--- src/rtl/hwpe_ctrl_job_sequencer_pkg.sv ---
// Shared types for the HWPE job sequencer: FSM state encoding, uloop
// control/flag bundles and the top-level wiring structs.
package hwpe_ctrl_job_sequencer_pkg;

  localparam int unsigned SEQ_N_STREAMS = 3;
  localparam int unsigned SEQ_CNT_WIDTH = 32;

  typedef enum logic [2:0] {
    IDLE,
    INIT,
    LOAD,
    COMPUTE,
    UPDATE,
    WAIT_UL,
    DRAIN,
    DONE
  } seq_state_t;

  // Control towards hwpe_ctrl_uloop
  typedef struct packed {
    logic enable;
    logic clear;
    logic ready;
  } ctrl_uloop_t;

  // Flags coming back from hwpe_ctrl_uloop
  typedef struct packed {
    logic valid;
    logic done;
  } flags_uloop_t;

  // Slave-side job control and status bundles for top-level wiring
  typedef struct packed {
    logic start;
    logic clear;
  } ctrl_seq_t;

  typedef struct packed {
    logic done;
    logic busy;
    logic err;
  } flags_seq_t;

  // A job is active in every state but IDLE (DONE included)
  function automatic logic seq_is_busy(seq_state_t s);
    return (s != IDLE);
  endfunction

endpackage

--- src/rtl/hwpe_ctrl_job_sequencer.sv ---
// Top-level job FSM of the HWPE control plane. Clears the uloop, arms the
// streamers for each tile, waits for engine tile-done, steps the uloop and
// finally drains the streamers before signalling job done to the slave.
module hwpe_ctrl_job_sequencer
  import hwpe_ctrl_job_sequencer_pkg::*;
#(
  parameter int unsigned N_STREAMS = SEQ_N_STREAMS,
  parameter int unsigned CNT_WIDTH = SEQ_CNT_WIDTH
) (
  input  logic                 clk_i,
  input  logic                 rst_ni,
  input  logic                 clear_i,
  input  logic                 start_i,
  input  logic [N_STREAMS-1:0] stream_ready_i,
  input  logic [N_STREAMS-1:0] stream_idle_i,
  output logic [N_STREAMS-1:0] stream_start_o,
  input  logic                 engine_done_i,
  output ctrl_uloop_t          ctrl_uloop_o,
  input  flags_uloop_t         flags_uloop_i,
  output logic                 done_o,
  output logic                 busy_o,
  output logic                 err_o,
  output logic [CNT_WIDTH-1:0] tile_cnt_o,
  output logic [CNT_WIDTH-1:0] busy_cycles_o
);

  seq_state_t           state_q, state_d;
  ctrl_uloop_t          ctrl_uloop_q;
  logic                 done_q;
  logic                 busy_q;
  logic                 err_q;
  logic [CNT_WIDTH-1:0] tile_cnt_q;
  logic [CNT_WIDTH-1:0] busy_cycles_q;

  logic all_ready;
  logic all_idle;
  logic job_start;

  assign all_ready = &stream_ready_i;
  assign all_idle  = &stream_idle_i;
  assign job_start = (state_q == IDLE) && start_i;

  // Next-state decode; a soft clear overrides every transition
  always_comb begin
    state_d = state_q;
    if (clear_i) begin
      state_d = IDLE;
    end else begin
      unique case (state_q)
        IDLE:    if (start_i)       state_d = INIT;
        INIT:                       state_d = LOAD;
        LOAD:    if (all_ready)     state_d = COMPUTE;
        COMPUTE: if (engine_done_i) state_d = UPDATE;
        UPDATE:                     state_d = WAIT_UL;
        WAIT_UL: begin
          if (flags_uloop_i.valid) begin
            state_d = flags_uloop_i.done ? DRAIN : LOAD;
          end
        end
        DRAIN:   if (all_idle)      state_d = DONE;
        DONE:                       state_d = IDLE;
        default:                    state_d = IDLE;
      endcase
    end
  end

  // State register with Moore outputs registered from the next state, so
  // each output is aligned with the state it belongs to
  always_ff @(posedge clk_i or negedge rst_ni) begin
    if (!rst_ni) begin
      state_q      <= IDLE;
      ctrl_uloop_q <= '0;
      done_q       <= 1'b0;
      busy_q       <= 1'b0;
    end else begin
      state_q             <= state_d;
      ctrl_uloop_q.enable <= (state_d == UPDATE) || (state_d == WAIT_UL);
      ctrl_uloop_q.ready  <= (state_d == UPDATE);
      ctrl_uloop_q.clear  <= (state_d == INIT);
      done_q              <= (state_d == DONE);
      busy_q              <= seq_is_busy(state_d);
    end
  end

  // Tile counter (wrapping) and busy-cycle counter (saturating); both are
  // zeroed by a soft clear or by the start of a new job and hold in IDLE
  always_ff @(posedge clk_i or negedge rst_ni) begin
    if (!rst_ni) begin
      tile_cnt_q    <= '0;
      busy_cycles_q <= '0;
    end else if (clear_i || job_start) begin
      tile_cnt_q    <= '0;
      busy_cycles_q <= '0;
    end else begin
      if ((state_q == COMPUTE) && engine_done_i) begin
        tile_cnt_q <= tile_cnt_q + CNT_WIDTH'(1);
      end
      if (busy_q && (busy_cycles_q != '1)) begin
        busy_cycles_q <= busy_cycles_q + CNT_WIDTH'(1);
      end
    end
  end

  // Sticky error: an engine tile-done arriving outside COMPUTE
  always_ff @(posedge clk_i or negedge rst_ni) begin
    if (!rst_ni) begin
      err_q <= 1'b0;
    end else if (clear_i || job_start) begin
      err_q <= 1'b0;
    end else if (engine_done_i && (state_q != COMPUTE)) begin
      err_q <= 1'b1;
    end
  end

  // Tile start is the only Mealy output: it fires in LOAD only once every
  // streamer is ready, so all streamers launch on the same cycle
  assign stream_start_o = {N_STREAMS{(state_q == LOAD) && all_ready}};

  assign ctrl_uloop_o  = ctrl_uloop_q;
  assign done_o        = done_q;
  assign busy_o        = busy_q;
  assign err_o         = err_q;
  assign tile_cnt_o    = tile_cnt_q;
  assign busy_cycles_o = busy_cycles_q;

endmodule

--- config.mk ---
export PLATFORM = sky130hd
export DESIGN_NAME = hwpe_ctrl_job_sequencer
export DESIGN_NICKNAME = d
export VERILOG_FILES = /design/src/rtl/hwpe_ctrl_job_sequencer_pkg.sv /design/src/rtl/hwpe_ctrl_job_sequencer.sv
export SDC_FILE = /design/constraint.sdc
export NUM_CORES = 1
export LEC_CHECK = 0
export ABC_AREA = 0
export ABC_CLOCK_PERIOD_IN_PS = 2470
export BUFFER_PORTS_ARGS = -buffer_cell sky130_fd_sc_hd__buf_2
export CAP_MARGIN = 20
export CORE_UTILIZATION = 55
export CTS_CLUSTER_SIZE = 24
export DETAILED_ROUTE_END_ITERATION = 7
export GPL_TIMING_DRIVEN = 0
export PLACE_DENSITY = 0.86
export SYNTH_ARGS = -nofsm -noshare
export SYNTH_HDL_FRONTEND = slang
export SYNTH_SLANG_ARGS = --single-unit
export TNS_END_PERCENT = 1
--- constraint.sdc ---
create_clock -name clk_i -period 2.47 [get_ports clk_i]
set_input_delay 0.247 -clock clk_i [delete_from_list [all_inputs] [get_ports clk_i]]
set_output_delay 0.247 -clock clk_i [all_outputs]
set_load 0.005 [all_outputs]
==> out/metrics.cfg, run 1 <==
[floorplanning]
dieWidth_um = 86.4
start_util_pct = 57.4
die_y_um = 86.4
die_area_um2 = 7470
core_area_um2 = 6830
placementRows = 30
pin_count = 86

[synthesis]
ys_top_cells_by_count = dfrtp_1, nor2_1, xnor2_1
synthMuxAreaShare_pct = 0.255
yosysWarningCount = 0
avgSynthCellArea_um2 = 9.47
synth_flop_cell = dfrtp_1
syn-instance-count = 414
syn_area_um2 = 3920
synth_top_area_share_pct = 46.6
yosysSeqAreaShare_pct = 46.6
synth_fa_ha_area_share_pct = 0.639
synth_edf_count = 0
yosysTopAreaCell = dfrtp_1
yosysMostFrequentCell = dfrtp_1
synth_compound_area_share_pct = 10.0
synth_area_leaders = dfrtp_1, xnor2_1, nor2_1
syn_nets = 429
synth_top_family_by_area = simple AND/OR/NAND/NOR gates
synth-simple-area-share_pct = 29.2
synthXorXnorAreaFrac_pct = 9.39
ys_types = 49
async_flop_share_pct = 100
ys_seq_elements = 73

[setup_path]
timing.rr.end = busy_cycles_o[4]$_DFFE_PN0P_
crit_path_end_kind = flop
critPathMaxFanout = 10
slowest_delay_ns = 0.46
rr_worst_depth = 7
r2r_start = busy_cycles_o[0]$_DFFE_PN0P_
crit_arrival_ns = 2.44
startpoint_type = flop
worst-path-buf-inv = 1
crit_family = simple AND/OR/NAND/NOR gates
reg2reg_slack_ns = 0.30
cp_cell_sequence = ha_1 -> and3_2 -> nand2_1 -> o31ai_4 -> buf_6 -> or3_2 -> a21oi_1
critical_path_required_ns = 2.74
crit_type = reg2reg
slowest_stage = dfrtp_1

[placement]
pre_cts_slack_ns = 0.336
dp_cells = 596
placed_cell_area_um2 = 4490
dp_hpwl_um = 6720
io_buffers = 85
gp_congestion = 0.853

[clock_network]
cts.path.max_buffers = 2
clk_pin_slew_ns = 0.07
cts_num_sinks = 73
cts_tree = yes
ctsResizeCount = 0
cts_setup_buffers = 0
clockRootBuffer = clkbuf_8
cts_buffers = 9
ctsHtreeMaxLevel = 3
clk_latency_ns = 0.35

[timing]
tns_ns = 0
maxSlewViolCount = 0
timing.final.crit_share_pct = 87.8
hold_viol = 0
setup_viol = 0
clock_skew_ns = 0.00865
rsz0062_at_grt = false
fmax_mhz = 461
slew_headroom_pct = 57.3
min_period_ns = 2.17
worstMarginPinSlew_ns = 0.641
fin_ws_ns = 0.301

[global_routing]
track_usage_pct = 27.2
grt_pass1_wl_um = 15600
grt_pass1_vias = 3268
grt_max_degree = 65
grt_overflow = 0
grt_antenna_before_repair = 0

[finish]
seq_area_um2 = 1830
antenna_cells = 0
finalNetCount = 527
area_delta_synth_final_pct = 20.6
multi_input_area_um2 = 1940
drive_above_1_share_pct = 26.7
fill_cells = 533
final_cells = 613
final_area_um2 = 4730

[drt]
dr.max_layer_used = met4
vias = 3530
ant_nets = 0
drt-met1-wl_um = 4120
drt_iter0_drc = 269
wl_met3_um = 478
wl_um = 9590
drc_errors = 0
routed_via_density = 5.76
drtPass1Iterations = 4
wire_per_inst_um = 15.6
met2_wirelength_um = 4800

[hold_path]
worstHoldEndpoint = ctrl_uloop_o[1]$_DFF_PN0_
hp-class = in2reg
holdPathStages = 2
holdCritStartpoint = clear_i

[pwr]
ir_drop_v = 0.000334
p_per_area_nw_per_um2 = 507
power_leakage_uw = 0.00205

[status]
status = finished clean

[run]
cap_violations = 0

layout by cell type (no fill, tap or decap), types with 3 or more instances in the layout:
cell / count
a21oi_1: 18
and4_2: 3
o21ai_2: 4
nor2_1: 53
or3_1: 10
nor4_1: 23
nand3_1: 20
buf_2: 90
nand4_1: 16
o21a_1: 3
and2_1: 3
or3_2: 4
buf_4: 3
o21ai_0: 13
xnor2_1: 33
a211oi_1: 4
and4_1: 10
nor3_1: 14
dfrtp_1: 73
inv_1: 13
clkbuf_1: 10
o211ai_1: 4
nand2_1: 30
xor2_1: 9
and3_1: 3
clkbuf_8: 10
report_power, final:
part           leakage [uW]  switching (uW)  internal (uW)  total [uW]
combinational      0.000925            92.9           40.6         134
sequential          0.00102            10.2           1200        1210
clock              0.000107             450            599        1050
cell families (layout without fill, tap and decap cells):
| family | count (synthesis) | after routing |
|---|---|---|
| xor gates and xnor gates | 42 | 42 |
| AOI/OAI and AO/OA | 57 | 57 |
| and+or+nand+nor | 207 | 207 |
| adders and majority gates | 2 | 2 |
| DFF | 73 | 73 |
| muxes | 1 | 1 |
| buffers and inverters | 32 | 135 |
routing by layer:
layer  up-vias  track usage [%]
met5         -                0
met4         0             11.7
met3        16             4.38
met2       116             45.2
met1      1711             35.3
li1       1687                -
how the worst max path moves through the flow:
| stage | start | endpoint | slack [ns] | cells after the start |
|---|---|---|---|---|
| 6_report | busy_cycles_o[0]$_DFFE_PN0P_ | busy_cycles_o[4]$_DFFE_PN0P_ | 0.30 | 7 |
| 5_1_grt | state_q[1]$_DFF_PN0_ | busy_cycles_o[16]$_DFFE_PN0P_ | 0.17 | 7 |
| 2_1_floorplan | busy_cycles_o[0]$_DFFE_PN0P_ | busy_cycles_o[4]$_DFFE_PN0P_ | 0.51 | 7 |
| 4_1_cts | state_q[1]$_DFF_PN0_ | busy_cycles_o[16]$_DFFE_PN0P_ | 0.31 | 7 |
| 3_5_place_dp | busy_cycles_o[0]$_DFFE_PN0P_ | busy_cycles_o[4]$_DFFE_PN0P_ | 0.34 | 7 |
| 3_3_place_gp | busy_cycles_o[0]$_DFFE_PN0P_ | busy_cycles_o[4]$_DFFE_PN0P_ | 0.38 | 7 |
area by class of cell:
class	instances	area share [%]
flip-flops and latches	73	38.7
multi-input cells	309	41.1
inverters	13	1.03
clock inverters	4	1.62
clock buffers	12	3.07
repair buffers	87	9.85
well taps	96	2.54
plain buffers	19	2.17
registers in the layout, summed over array words and instances (netlist names):
| signal | count |
|---|---|
| busy_cycles_o | 32 |
| busy_o | 1 |
| ctrl_uloop_o | 3 |
| done_o | 1 |
| err_o | 1 |
| state_q | 3 |
| tile_cnt_o | 32 |
metrics by stage:
stage               util (%)  hold slack [ns]  power, uW
floorplan                  -          -0.0486       1300
global placement        65.3            0.480       1360
detailed placement      65.8           0.0932       1370
CTS                     69.2            0.124       2410
global route            69.2            0.141       2470
finish                  69.2            0.140       2400
repair_timing:
item                       in CTS  in global routing
setup endpoints to repair       0                  0
hold buffers                    1                  0
hold endpoints to repair        9                  0
Power figures use the tool's default switching activity.
==> run 2, diff against run 1 <==
==> constraint.sdc (replaced) <==
create_clock -name clk_i -period 2.47 [get_ports clk_i]
set_input_delay 0 -clock clk_i [delete_from_list [all_inputs] [get_ports clk_i]]
set_output_delay 0 -clock clk_i [all_outputs]
set_load 0.005 [all_outputs]
==> out/metrics.cfg, run 2 (synthesis gave the netlist of run 1 again) <==
[global_routing]
track_usage_pct = 27.3  ; +0.14 points
grt_pass1_wl_um = 15700  ; +0.62%
grt_max_degree = 65  ; unchanged
grt_pass1_vias = 3295  ; +0.83%
grt_overflow = 0  ; unchanged
grt_antenna_before_repair = 0  ; unchanged

[timing]
min_period_ns = 2.17  ; -0.00243 ns
timing.final.crit_share_pct = 87.7  ; -0.099 points
slew_headroom_pct = 57.3  ; +0.086 points
clock_skew_ns = 0.0112  ; +0.00251 ns
tns_ns = 0  ; unchanged
setup_viol = 0  ; unchanged
holdWs_ns = 0.0291  ; -0.110 ns
worstMarginPinSlew_ns = 0.640  ; -0.00128 ns
maxSlewViolCount = 0  ; unchanged
rsz0062_at_grt = false
hold_viol = 0  ; unchanged
fmax_mhz = 462  ; +0.11%

[finish]
drive_above_1_share_pct = 26.5  ; -0.15 points
layout_commonest_cell = buf_2
antenna_cells = 0  ; unchanged
final_area_um2 = 4760  ; +0.64%
area_delta_synth_final_pct = 21.4
final_cells = 616  ; +0.49%
utilization_pct = 69.6  ; +0.44 points
layout_common_cells = buf_2, dfrtp_1, nor2_1, xnor2_1, nand2_1
finalNetCount = 530  ; +0.57%

[clock_network]
ctsHoldBuffers = 4  ; +3
cts_setup_buffers = 0  ; unchanged
ctsHtreeMaxLevel = 3  ; unchanged
clk_latency_ns = 0.34  ; about the same
clockRootBuffer = clkbuf_8
cts_tree = yes
cts.path.max_buffers = 2  ; unchanged
ctsResizeCount = 0  ; unchanged
cts_num_sinks = 73  ; unchanged
clk_pin_slew_ns = 0.08  ; about the same
cts_buffers = 9  ; unchanged

[floorplanning]
pin_count = 86  ; unchanged
core_area_um2 = 6830  ; unchanged
die_area_um2 = 7470  ; unchanged
dieWidth_um = 86.4  ; unchanged
start_util_pct = 57.4  ; unchanged
placementRows = 30  ; unchanged
die_y_um = 86.4  ; unchanged

[setup_path]
crit_arrival_ns = 2.43  ; about the same
reg2reg_slack_ns = 0.30  ; about the same
worst-path-buf-inv = 1  ; unchanged
cp_cell_sequence = ha_1 -> and3_2 -> nand2_1 -> o31ai_4 -> buf_6 -> or3_2 -> a21oi_1
rr_worst_depth = 7  ; unchanged
crit_path_end_kind = flop
startpoint_type = flop
critical_path_required_ns = 2.73  ; about the same
critPathMaxFanout = 10  ; unchanged
startpoint = busy_cycles_o[0]$_DFFE_PN0P_
crit_type = reg2reg
crit_family = simple AND/OR/NAND/NOR gates
slowest_delay_ns = 0.46  ; about the same
critical_path_depth = 7  ; unchanged
timing.rr.end = busy_cycles_o[4]$_DFFE_PN0P_
slowest_stage = dfrtp_1
r2r_start = busy_cycles_o[0]$_DFFE_PN0P_
crit_end = busy_cycles_o[4]$_DFFE_PN0P_

[drt]
wl_um = 9550  ; -0.41%
drtPass1Iterations = 4  ; unchanged
routed_via_density = 5.69  ; -1.1%
ant_nets = 0  ; unchanged
wire_per_inst_um = 15.5  ; -0.89%
drc_errors = 0  ; unchanged
drt_iter0_drc = 290  ; +7.8%
vias = 3508  ; -0.62%

[pwr]
p_per_area_nw_per_um2 = 503  ; -0.74%
power_leakage_uw = 0.00206  ; +0.70%
ir_drop_v = 0.000339  ; +1.3%

[status]
status = finished clean

[placement]
gp_congestion = 0.853  ; unchanged
dp_hpwl_um = 6720  ; unchanged
placed_cell_area_um2 = 4490  ; unchanged
io_buffers = 85  ; unchanged
dp_cells = 596  ; unchanged

[hold_path]
hp-class = in2async

[run]
cap_violations = 0  ; unchanged

## run 2: changes by cell type in the layout (fill, tap and decap cells not counted)
cell	previous run	this run
dlygate4sd3_1	1	4
## run 2: power by group
group | leakage (uW) | switching (uW) | internal (uW)
logic | 0.000940 | 92.7 | 44.0
clock network | 0.000107 | 444 | 600
registers | 0.00102 | 10.2 | 1200
total | 0.00206 | 547 | 1850
## run 2: worst min-delay path by stage
stage / start / to / slack [ns]
finish: rst_ni / busy_cycles_o[15]$_DFFE_PN0P_ / 0.03
global route: rst_ni / busy_cycles_o[9]$_DFFE_PN0P_ / 0.02
CTS: rst_ni / busy_cycles_o[15]$_DFFE_PN0P_ / 0.009
detailed placement: rst_ni / busy_cycles_o[18]$_DFFE_PN0P_ / -0.15
global placement: clear_i / ctrl_uloop_o[1]$_DFF_PN0_ / 0.24
floorplan: rst_ni / busy_cycles_o[0]$_DFFE_PN0P_ / -0.30
## run 2: metal layers
metal	track usage, %	up-vias	share of wire [%]
li1	-	1689	-
met1	35.5	1696	43
met2	45.5	107	51
met3	4.38	16	4.9
met4	11.7	0	2.0
met5	0	-	0
## run 2: per-stage QoR
stage / setup WS [ns] / total power, uW
6_report: 0.303 / 2390
5_1_grt: 0.166 / 2480
4_1_cts: 0.309 / 2420
3_5_place_dp: 0.336 / 1370
3_3_place_gp: 0.379 / 1360
2_1_floorplan: 0.513 / 1300
## run 2: layout make-up
| type | instances | area (um2) |
|---|---|---|
| fillers | 530 | 2080 |
| multi-input cells | 309 | 1940 |
| flip-flops and latches | 73 | 1830 |
| repair buffers | 90 | 495 |
| clock buffers | 12 | 145 |
| well taps | 96 | 120 |
| plain buffers | 19 | 103 |
| clock inverters | 4 | 76.3 |
| inverters | 13 | 48.8 |
